==> src/rtl/pea_pkg.sv <==
// Shared constants for the processing-element array.
package pea_pkg;
  localparam int unsigned N_CFG_BITS_PE = 8;
endpackage

==> src/rtl/dae_pe_cfg_loader.sv <==
// Double-buffered per-PE control word loader: a streamed shadow bank is
// copied atomically into the active bank that drives every PE.
module dae_pe_cfg_loader #(
  parameter int unsigned N_PE  = 16,
  parameter int unsigned CFG_W = pea_pkg::N_CFG_BITS_PE,
  parameter int unsigned CNT_W = $clog2(N_PE)
) (
  input  logic                        clk_i,
  input  logic                        rst_n_i,
  input  logic                        load_start_i,
  input  logic                        cfg_valid_i,
  output logic                        cfg_ready_o,
  input  logic [31:0]                 cfg_data_i,
  input  logic                        commit_i,
  output logic                        busy_o,
  output logic                        shadow_full_o,
  output logic                        err_o,
  output logic [N_PE-1:0][CFG_W-1:0]  ctrl_pe_o
);

  typedef enum logic [1:0] {
    ST_IDLE = 2'd0,
    ST_LOAD = 2'd1,
    ST_FULL = 2'd2
  } state_e;

  state_e                      state_q, state_d;
  logic [CNT_W-1:0]            cnt_q, cnt_d;
  logic [N_PE-1:0][CFG_W-1:0]  shadow_q, shadow_d;
  logic [N_PE-1:0][CFG_W-1:0]  active_q, active_d;
  logic                        err_q, err_d;
  logic                        accept_s;

  if (CFG_W < 32) begin : g_unused_hi
    logic unused_hi_s;
    assign unused_hi_s = ^cfg_data_i[31:CFG_W];
  end

  // Handshake and status flags decode from registered state only.
  assign cfg_ready_o   = (state_q == ST_LOAD);
  assign busy_o        = (state_q == ST_LOAD);
  assign shadow_full_o = (state_q == ST_FULL);
  assign err_o         = err_q;
  assign ctrl_pe_o     = active_q;
  assign accept_s      = cfg_valid_i & cfg_ready_o;

  // Next-state, counter, bank and error computation.
  always_comb begin
    state_d  = state_q;
    cnt_d    = cnt_q;
    shadow_d = shadow_q;
    active_d = active_q;
    err_d    = err_q;

    case (state_q)
      ST_IDLE: begin
        if (load_start_i) begin
          state_d = ST_LOAD;
          cnt_d   = {CNT_W{1'b0}};
        end else begin
          state_d = ST_IDLE;
        end
      end
      ST_LOAD: begin
        // A restart discards any word accepted in the same cycle.
        if (load_start_i) begin
          cnt_d = {CNT_W{1'b0}};
        end else if (accept_s) begin
          shadow_d[cnt_q] = cfg_data_i[CFG_W-1:0];
          if (cnt_q == CNT_W'(N_PE - 1)) begin
            state_d = ST_FULL;
            cnt_d   = {CNT_W{1'b0}};
          end else begin
            cnt_d = cnt_q + CNT_W'(1);
          end
        end else begin
          cnt_d = cnt_q;
        end
      end
      ST_FULL: begin
        if (commit_i) begin
          active_d = shadow_q;
          state_d  = ST_IDLE;
        end else begin
          active_d = active_q;
        end
        if (load_start_i) begin
          state_d = ST_LOAD;
          cnt_d   = {CNT_W{1'b0}};
        end else begin
          cnt_d = cnt_q;
        end
      end
      default: begin
        state_d = ST_IDLE;
        cnt_d   = {CNT_W{1'b0}};
      end
    endcase

    // Setting on an illegal commit takes priority over clearing on restart.
    if (commit_i && (state_q != ST_FULL)) begin
      err_d = 1'b1;
    end else if (load_start_i) begin
      err_d = 1'b0;
    end else begin
      err_d = err_q;
    end
  end

  // State, banks and sticky error register.
  always_ff @(posedge clk_i or negedge rst_n_i) begin
    if (!rst_n_i) begin
      state_q  <= ST_IDLE;
      cnt_q    <= {CNT_W{1'b0}};
      shadow_q <= '0;
      active_q <= '0;
      err_q    <= 1'b0;
    end else begin
      state_q  <= state_d;
      cnt_q    <= cnt_d;
      shadow_q <= shadow_d;
      active_q <= active_d;
      err_q    <= err_d;
    end
  end

endmodule

==> config.mk <==
export PLATFORM = sky130hd
export DESIGN_NAME = dae_pe_cfg_loader
export DESIGN_NICKNAME = d
export VERILOG_FILES = /design/src/rtl/pea_pkg.sv /design/src/rtl/dae_pe_cfg_loader.sv
export SDC_FILE = /design/constraint.sdc
export NUM_CORES = 1
export LEC_CHECK = 0
export ABC_CLOCK_PERIOD_IN_PS = 2900
export CAP_MARGIN = 5
export CORE_ASPECT_RATIO = 1.75
export CORE_MARGIN = 2
export CORE_UTILIZATION = 45
export CTS_BUF_LIST = sky130_fd_sc_hd__clkbuf_8
export CTS_CLUSTER_DIAMETER = 60
export DETAILED_ROUTE_END_ITERATION = 6
export PLACE_DENSITY = 0.69
export SYNTH_ARGS = -nofsm -noshare
export SYNTH_HDL_FRONTEND = slang
export SYNTH_SLANG_ARGS = --single-unit
==> constraint.sdc <==
create_clock -name clk_i -period 2.9 [get_ports clk_i]
set_input_delay 0.58 -clock clk_i [delete_from_list [all_inputs] [get_ports clk_i]]
set_output_delay 0.58 -clock clk_i [all_outputs]
set_load 0.02 [all_outputs]
==> results of run 1 <==
per-stage QoR:
stage,instance area (um^2),hold WS (ns),utilization [%]
3_3_place_gp,12000,0.484,52.9
3_5_place_dp,12000,0.492,52.9
6_report,12800,0.0316,56.3
5_1_grt,12800,0.118,56.3
2_1_floorplan,10400,0.284,-
4_1_cts,12800,0.0775,56.3
logic make-up (layout without fill, tap and decap cells):
| family | count (synthesis) | after routing | share of synthesized area, % |
|---|---|---|---|
| adder cells (fa/ha/maj) | 4 | 4 | 0.482 |
| AO/OA/AOI/OAI | 13 | 13 | 0.711 |
| AND/OR/NAND/NOR | 36 | 36 | 2.84 |
| multiplexers | 256 | 256 | 29.2 |
| flip-flops | 263 | 263 | 63.4 |
| buffers and inverters | 45 | 222 | 3.40 |
state kept, by name, summed over array words and instances (netlist names):
signal     cells
cnt_q          4
ctrl_pe_o    128
err_o          1
shadow_q     128
state_q        2
synth_stat cells (2+ instances only):
cell             instances  area [um^2]
mux2_4                  40          601
and3_2                   6         45.0
dfrtp_1                263         6580
ha_1                     4         50.1
nand2_1                  3         11.3
a21oi_1                  5         25.0
nand3_2                  3         30.0
o21ai_0                  4         20.0
and2b_2                  3         26.3
buf_4                   13         97.6
clkdlybuf4s50_2          8         90.1
nor2_1                   3         11.3
a31oi_1                  2         12.5
and3_4                   5         56.3
buf_2                    8         40.0
inv_1                    6         22.5
buf_6                    7         78.8
nand4_1                  2         12.5
mux2_2                 216         2430
path summary, 6_finish.rpt:
path                        startpoint       endpoint  cells past startpoint
max                         state_q[1]         busy_o                      2
min reg2reg                shadow_q[9]   ctrl_pe_o[9]                      1
max reg2reg                 state_q[1]   shadow_q[19]                      3
min                            rst_n_i  ctrl_pe_o[44]                      1
min in group clk_i         shadow_q[9]   ctrl_pe_o[9]                      1
max in group asynchronous      rst_n_i  shadow_q[100]                      2
power by group through the flow:
stage          clock network (mW)  logic (mW)  registers, mW
5_1_grt                      3.20       0.345           3.87
2_1_floorplan                   0       0.163           3.90
6_report                     2.95       0.307           3.86
4_1_cts                      3.05       0.317           3.86
3_3_place_gp                    0       0.302           3.92
3_5_place_dp                    0       0.317           3.93
layout make-up:
class | instances | area share, %
Sequential cell | 263 | 51.4
Clock inverter | 15 | 0.938
Inverter | 6 | 0.176
Timing Repair Buffer | 154 | 12.5
Clock buffer | 47 | 5.05
Multi-Input combinational cell | 309 | 27.0
Tap cell | 300 | 2.93
routing by layer:
layer / up-vias / wire, um / GRT usage [%] / share of wire [%]
met4: 0 / 478 / 6.46 / 2.2
met2: 148 / 11900 / 33.8 / 55
met1: 2899 / 8220 / 21.6 / 38
met3: 41 / 947 / 3.26 / 4.4
met5: - / 0 / 0 / 0
li1: 2476 / - / - / -
worst register-to-register path: stages (launching register included):
cell and delay, ns:
dfrtp_1 0.47, and4bb_4 0.50, and4b_2 0.42, mux2_2 0.36
==> summary.md, run 1 <==
| Metric | Value |
|---|---|
| Most frequent cells in the layout | dfrtp_1 (263), mux2_2 (216), clkdlybuf4s50_1 (143) |
| Largest net degree at the start of global routing | 89 |
| Tot GR Track Use | between 10% and 20% |
| Crit end category | primary output |
| CTS tree | built |
| Root buf cell | clkbuf_8 |
| WP buf/inv | 1 |
| Clock period minus worst slack | approximately 2.6 ns |
| Final WS setup | approximately 0.28 ns |
| Nets@finish | between 800 and 900 |
| Worst setup SP type | flop |
| CP Cell Sequence | nor2b_1 -> clkdlybuf4s50_1 |
| DP Wirelength | ~14000 um |
| Hold WC Path Type | primary input to asynchronous set/reset pin |
| Total grt overflow | 0 |
| CP max-delay cell | clkdlybuf4s50_1 |
| Slew margin rel. | approximately 30% |
| Final setup violation count | 0 |
| Pins Over Slew Limit | 0 |
| Vias per cell | between 5 and 6 |
| Synth Instances | ~600 |
| GP Congestion | 0.797 |
| Combinational power share | under 10% |
| Clk pwr share | around two fifths |
| DR WL/cell | 19.7 um |
| Library cells used by synthesis | 35 |
| Tot Pwr | 7.12 mW |
| Mapped Avg Cell Area | between 15 and 20 um^2 |
| Global-route wire length before repair | approximately 35000 um |
| Die footprint | between 0.02 and 0.025 mm^2 |
| # IOs | about 170 |
| Internal power | 5.57 mW |
| RSZ-0062 raised after global routing | false |
| Initial antenna violation count | 0 |
| Wirelength, routed | about 22000 um |
| Worst Tran Pin Value | 1.04 ns |
| Initial core utilization | between 40% and 50% |
| First-pass DRT Iterations | 4 |
| CP top delay family | buffers and inverters |
| Die height | 205 um |
| Fraction of power spent switching nets | between 20 and 25% |
| Fin Setup TNS | 0 ns |
| Endpoints failing hold | 0 |
| Status | finished clean |
| CTS buffer count | 38 |
| CTS Hold Bufs | 0 |
| Rows | 73 |
| Power per cell area | between 500 and 600 mW/mm^2 |
| Skew-Pair Late Insertion Delay | 0.52 ns |
| Commonest non-fill, non-tap cell in the layout | dfrtp_1 |
| Sequential share of the synthesized area | 63.4% |
| Clock Pin Slew Worst Setup and Hold Paths | roughly 0.070 ns |
| Fmax | about 380 MHz |
| Synth async-reset ratio | 100% |
| Sequential Power Share | between 50% and 60% |
| Fraction of layout cells with a size suffix above 1 | a little over two fifths |
| Setup Skew | approximately 0.025 ns |
| Period utilisation layout | about 90% |
| Final Non-Filler Cells | about 1100 |
| Leak | between 6 and 7 nW |
| Core Area | 0.0227 mm^2 |
| Peak VDD IR | 0.373 mV |
| CP Class | flop to primary output |
| Crit Path Max Fanout | 9 |
| Clk sink count | 263 |
| Die Wd | between 100 and 150 um |
| Total number of vias | about 5600 |
| Placed cells | just over 1000 |
| Slowest Stage Delay on Critical Path | around 0.68 ns |
| Buffers on Ports | about 140 |
| Clock Tree Buf Depth | 3 |
| Setup bufs post-CTS | 0 |
| H-Tree Depth | 2 |
| ANT nets after route | 0 |
| Required @ worst endpoint | around 2.3 ns |
| Reg area | between 0.006 and 0.007 mm^2 |
| Placement Setup Slack | ~0.34 ns |
| Net Sw Power | 1.55 mW |
| Top FF cell, synth | dfrtp_1 |
| Fillers | 1855 |
| Max-Cap Viols | 0 |
| Mapped Area | around 0.010 mm^2 |
| Layout area overhead | 23.3% |
| Multi-input gate area | 0.00346 mm^2 |
| #FFs+latches synth | 263 |
| Resized Gates After CTS | 0 |
| Warnings from Yosys | 0 |
| CP arrival | ~2 ns |
| Vias in the first global route | around 6300 |
| Drt drc | 0 |
| Syn_nets | 658 |
| N_diodes | 0 |
| R2R Setup Slk | 1.00 ns |
| Number of synthesized flops with an enable pin | 0 |
| Number of DRC markers in iteration 0 | around 280 |
Power figures use the tool's default switching activity.
==> inputs of run 2 (changes only) <==
CAP_MARGIN = 20   (was 5)
==> results of run 2 <==
No change in the layout: final DEF, timing and power equal those of run 1.
==> inputs of run 3 (changes only) <==
CTS_BUF_LIST = sky130_fd_sc_hd__clkbuf_4 sky130_fd_sc_hd__clkbuf_8   (was sky130_fd_sc_hd__clkbuf_8)
TNS_END_PERCENT = 10   (was default)
==> summary.md, run 3 (synthesized netlist as in run 1, its figures left out) <==
| Metric | Value |
|---|---|
| Initial antenna violation count | 0 |
| Total number of vias | 5547 |
| Placement Setup Slack | ~0.34 ns |
| Most frequent cells in the layout | dfrtp_1 (263), mux2_2 (216), clkdlybuf4s50_1 (143) |
| Max-Cap Viols | 0 |
| Setup Skew | between 0.02 and 0.025 ns |
| Worst setup SP type | flop |
| CTS tree | built |
| DR WL/cell | ~20 um |
| Hold WC Path Type | primary input to asynchronous set/reset pin |
| Leak | 6.33 nW |
| Crit Path Max Fanout | 9 |
| Total grt overflow | 0 |
| Final Non-Filler Cells | roughly 1100 |
| Pins Over Slew Limit | 0 |
| Fmax | roughly 380 MHz |
| Layout area overhead | 23.4% |
| CP arrival | around 2.0 ns |
| Clock Tree Buf Depth | 3 |
| Tot GR Track Use | a little under a fifth |
| RSZ-0062 raised after global routing | false |
| Power per cell area | 559 mW/mm^2 |
| Tot Pwr | between 7 and 8 mW |
| Initial core utilization | between 40 and 50% |
| Worst-case reg-to-reg path depth | 3 |
| Slew margin rel. | between 30% and 40% |
| FF-to-FF Start | state_q[1] |
| GP Congestion | approximately 0.80 |
| Placed cell area | around 0.012 mm^2 |
| Setup bufs post-CTS | 0 |
| Peak VDD IR | 0.373 mV |
| Hold Slack | between 0.03 and 0.04 ns |
| Fillers | around 1900 |
| Endpoints failing hold | 0 |
| Period utilisation layout | 90.3% |
| Required @ worst endpoint | 2.32 ns |
| First-pass DRT Iterations | 4 |
| Vias in the first global route | roughly 6300 |
| Reg-to-Reg End | shadow_q[19] |
| Crit end category | primary output |
| Worst Tran Pin Value | 1.04 ns |
| Wirelength, routed | around 22000 um |
| Buffers on Ports | 144 |
| Skew-Pair Late Insertion Delay | between 0.5 and 0.6 ns |
| Largest net degree at the start of global routing | roughly 90 |
| H-Tree Depth | 2 |
| Clock period minus worst slack | about 2.6 ns |
| CTS buffer count | 38 |
| Die Wd | ~120 um |
| Status | finished clean |
| Commonest non-fill, non-tap cell in the layout | dfrtp_1 |
| Global-route wire length before repair | 35100 um |
| CTS Hold Bufs | 0 |
| Finished layout cell area | around 0.013 mm^2 |
| DP Wirelength | about 14000 um |
| Rows | 73 |
| Nets@finish | just over 800 |
| Die height | between 200 and 250 um |
| Final WS setup | roughly 0.28 ns |
| Root buf cell | clkbuf_8 |
| Die footprint | roughly 0.024 mm^2 |
| Drt drc | 0 |
| Final core occ | a little under three fifths |
| CP Class | flop to primary output |
| N_diodes | 0 |
| Resized Gates After CTS | 0 |
| # IOs | 169 |
| ANT nets after route | 0 |
| Vias per cell | between 5 and 6 |
| Number of DRC markers in iteration 0 | 290 |
| Critical path launch point | state_q[1] |
| Clock Pin Slew Worst Setup and Hold Paths | ~0.070 ns |
| Placed cells | between 1000 and 1500 |
| Core Area | between 0.02 and 0.025 mm^2 |
| Final setup violation count | 0 |
| Fin Setup TNS | 0 ns |
| Fraction of layout cells with a size suffix above 1 | approximately 44% |
| Clk sink count | between 200 and 300 |
| R2R Setup Slk | 1.00 ns |
## run 3: cell count changes in the layout (fill, tap and decap cells not counted)
| cell | previous run | this run |
|---|---|---|
| inv_1 | 10 | 6 |
| clkbuf_4 | 0 | 4 |
## run 3: metal layers
| layer | up-vias | GRT usage, % | wire length (um) |
|---|---|---|---|
| li1 | 2474 | - | - |
| met1 | 2897 | 21.6 | 8210 |
| met2 | 137 | 33.8 | 12000 |
| met3 | 39 | 3.26 | 941 |
| met4 | 0 | 6.46 | 472 |
| met5 | - | 0 | 0 |
## run 3: report_power, final
group	leakage (nW)	switching (mW)	internal, mW	total, mW
registers	3.62	0.0662	3.79	3.86
logic	2.29	0.170	0.137	0.307
clock network	0.420	1.31	1.69	3.00
## run 3: how the worst max path moves through the flow
| stage | slack (ns) | depth (start not counted) | to |
|---|---|---|---|
| floorplan | 1.03 | 6 | shadow_q[40] |
| global placement | 0.39 | 4 | shadow_q[17] |
| detailed placement | 0.34 | 4 | shadow_q[21] |
| CTS | 0.28 | 2 | cfg_ready_o |
| global route | 0.18 | 2 | cfg_ready_o |
| finish | 0.28 | 2 | busy_o |
## run 3: final cells by class
type | instances | area [um^2] | area share (%)
repair buffers | 154 | 1600 | 12.5
clock buffers | 51 | 677 | 5.28
clock inverters | 11 | 105 | 0.820
flip-flops and latches | 263 | 6580 | 51.3
multi-input cells | 309 | 3460 | 27.0
well taps | 300 | 375 | 2.93
inverters | 6 | 22.5 | 0.176
## run 3: worst max-delay path: stages (launching register included)
cell             delay (ns)
dfrtp_1                0.47
nor2b_1                0.36
clkdlybuf4s50_1        0.68
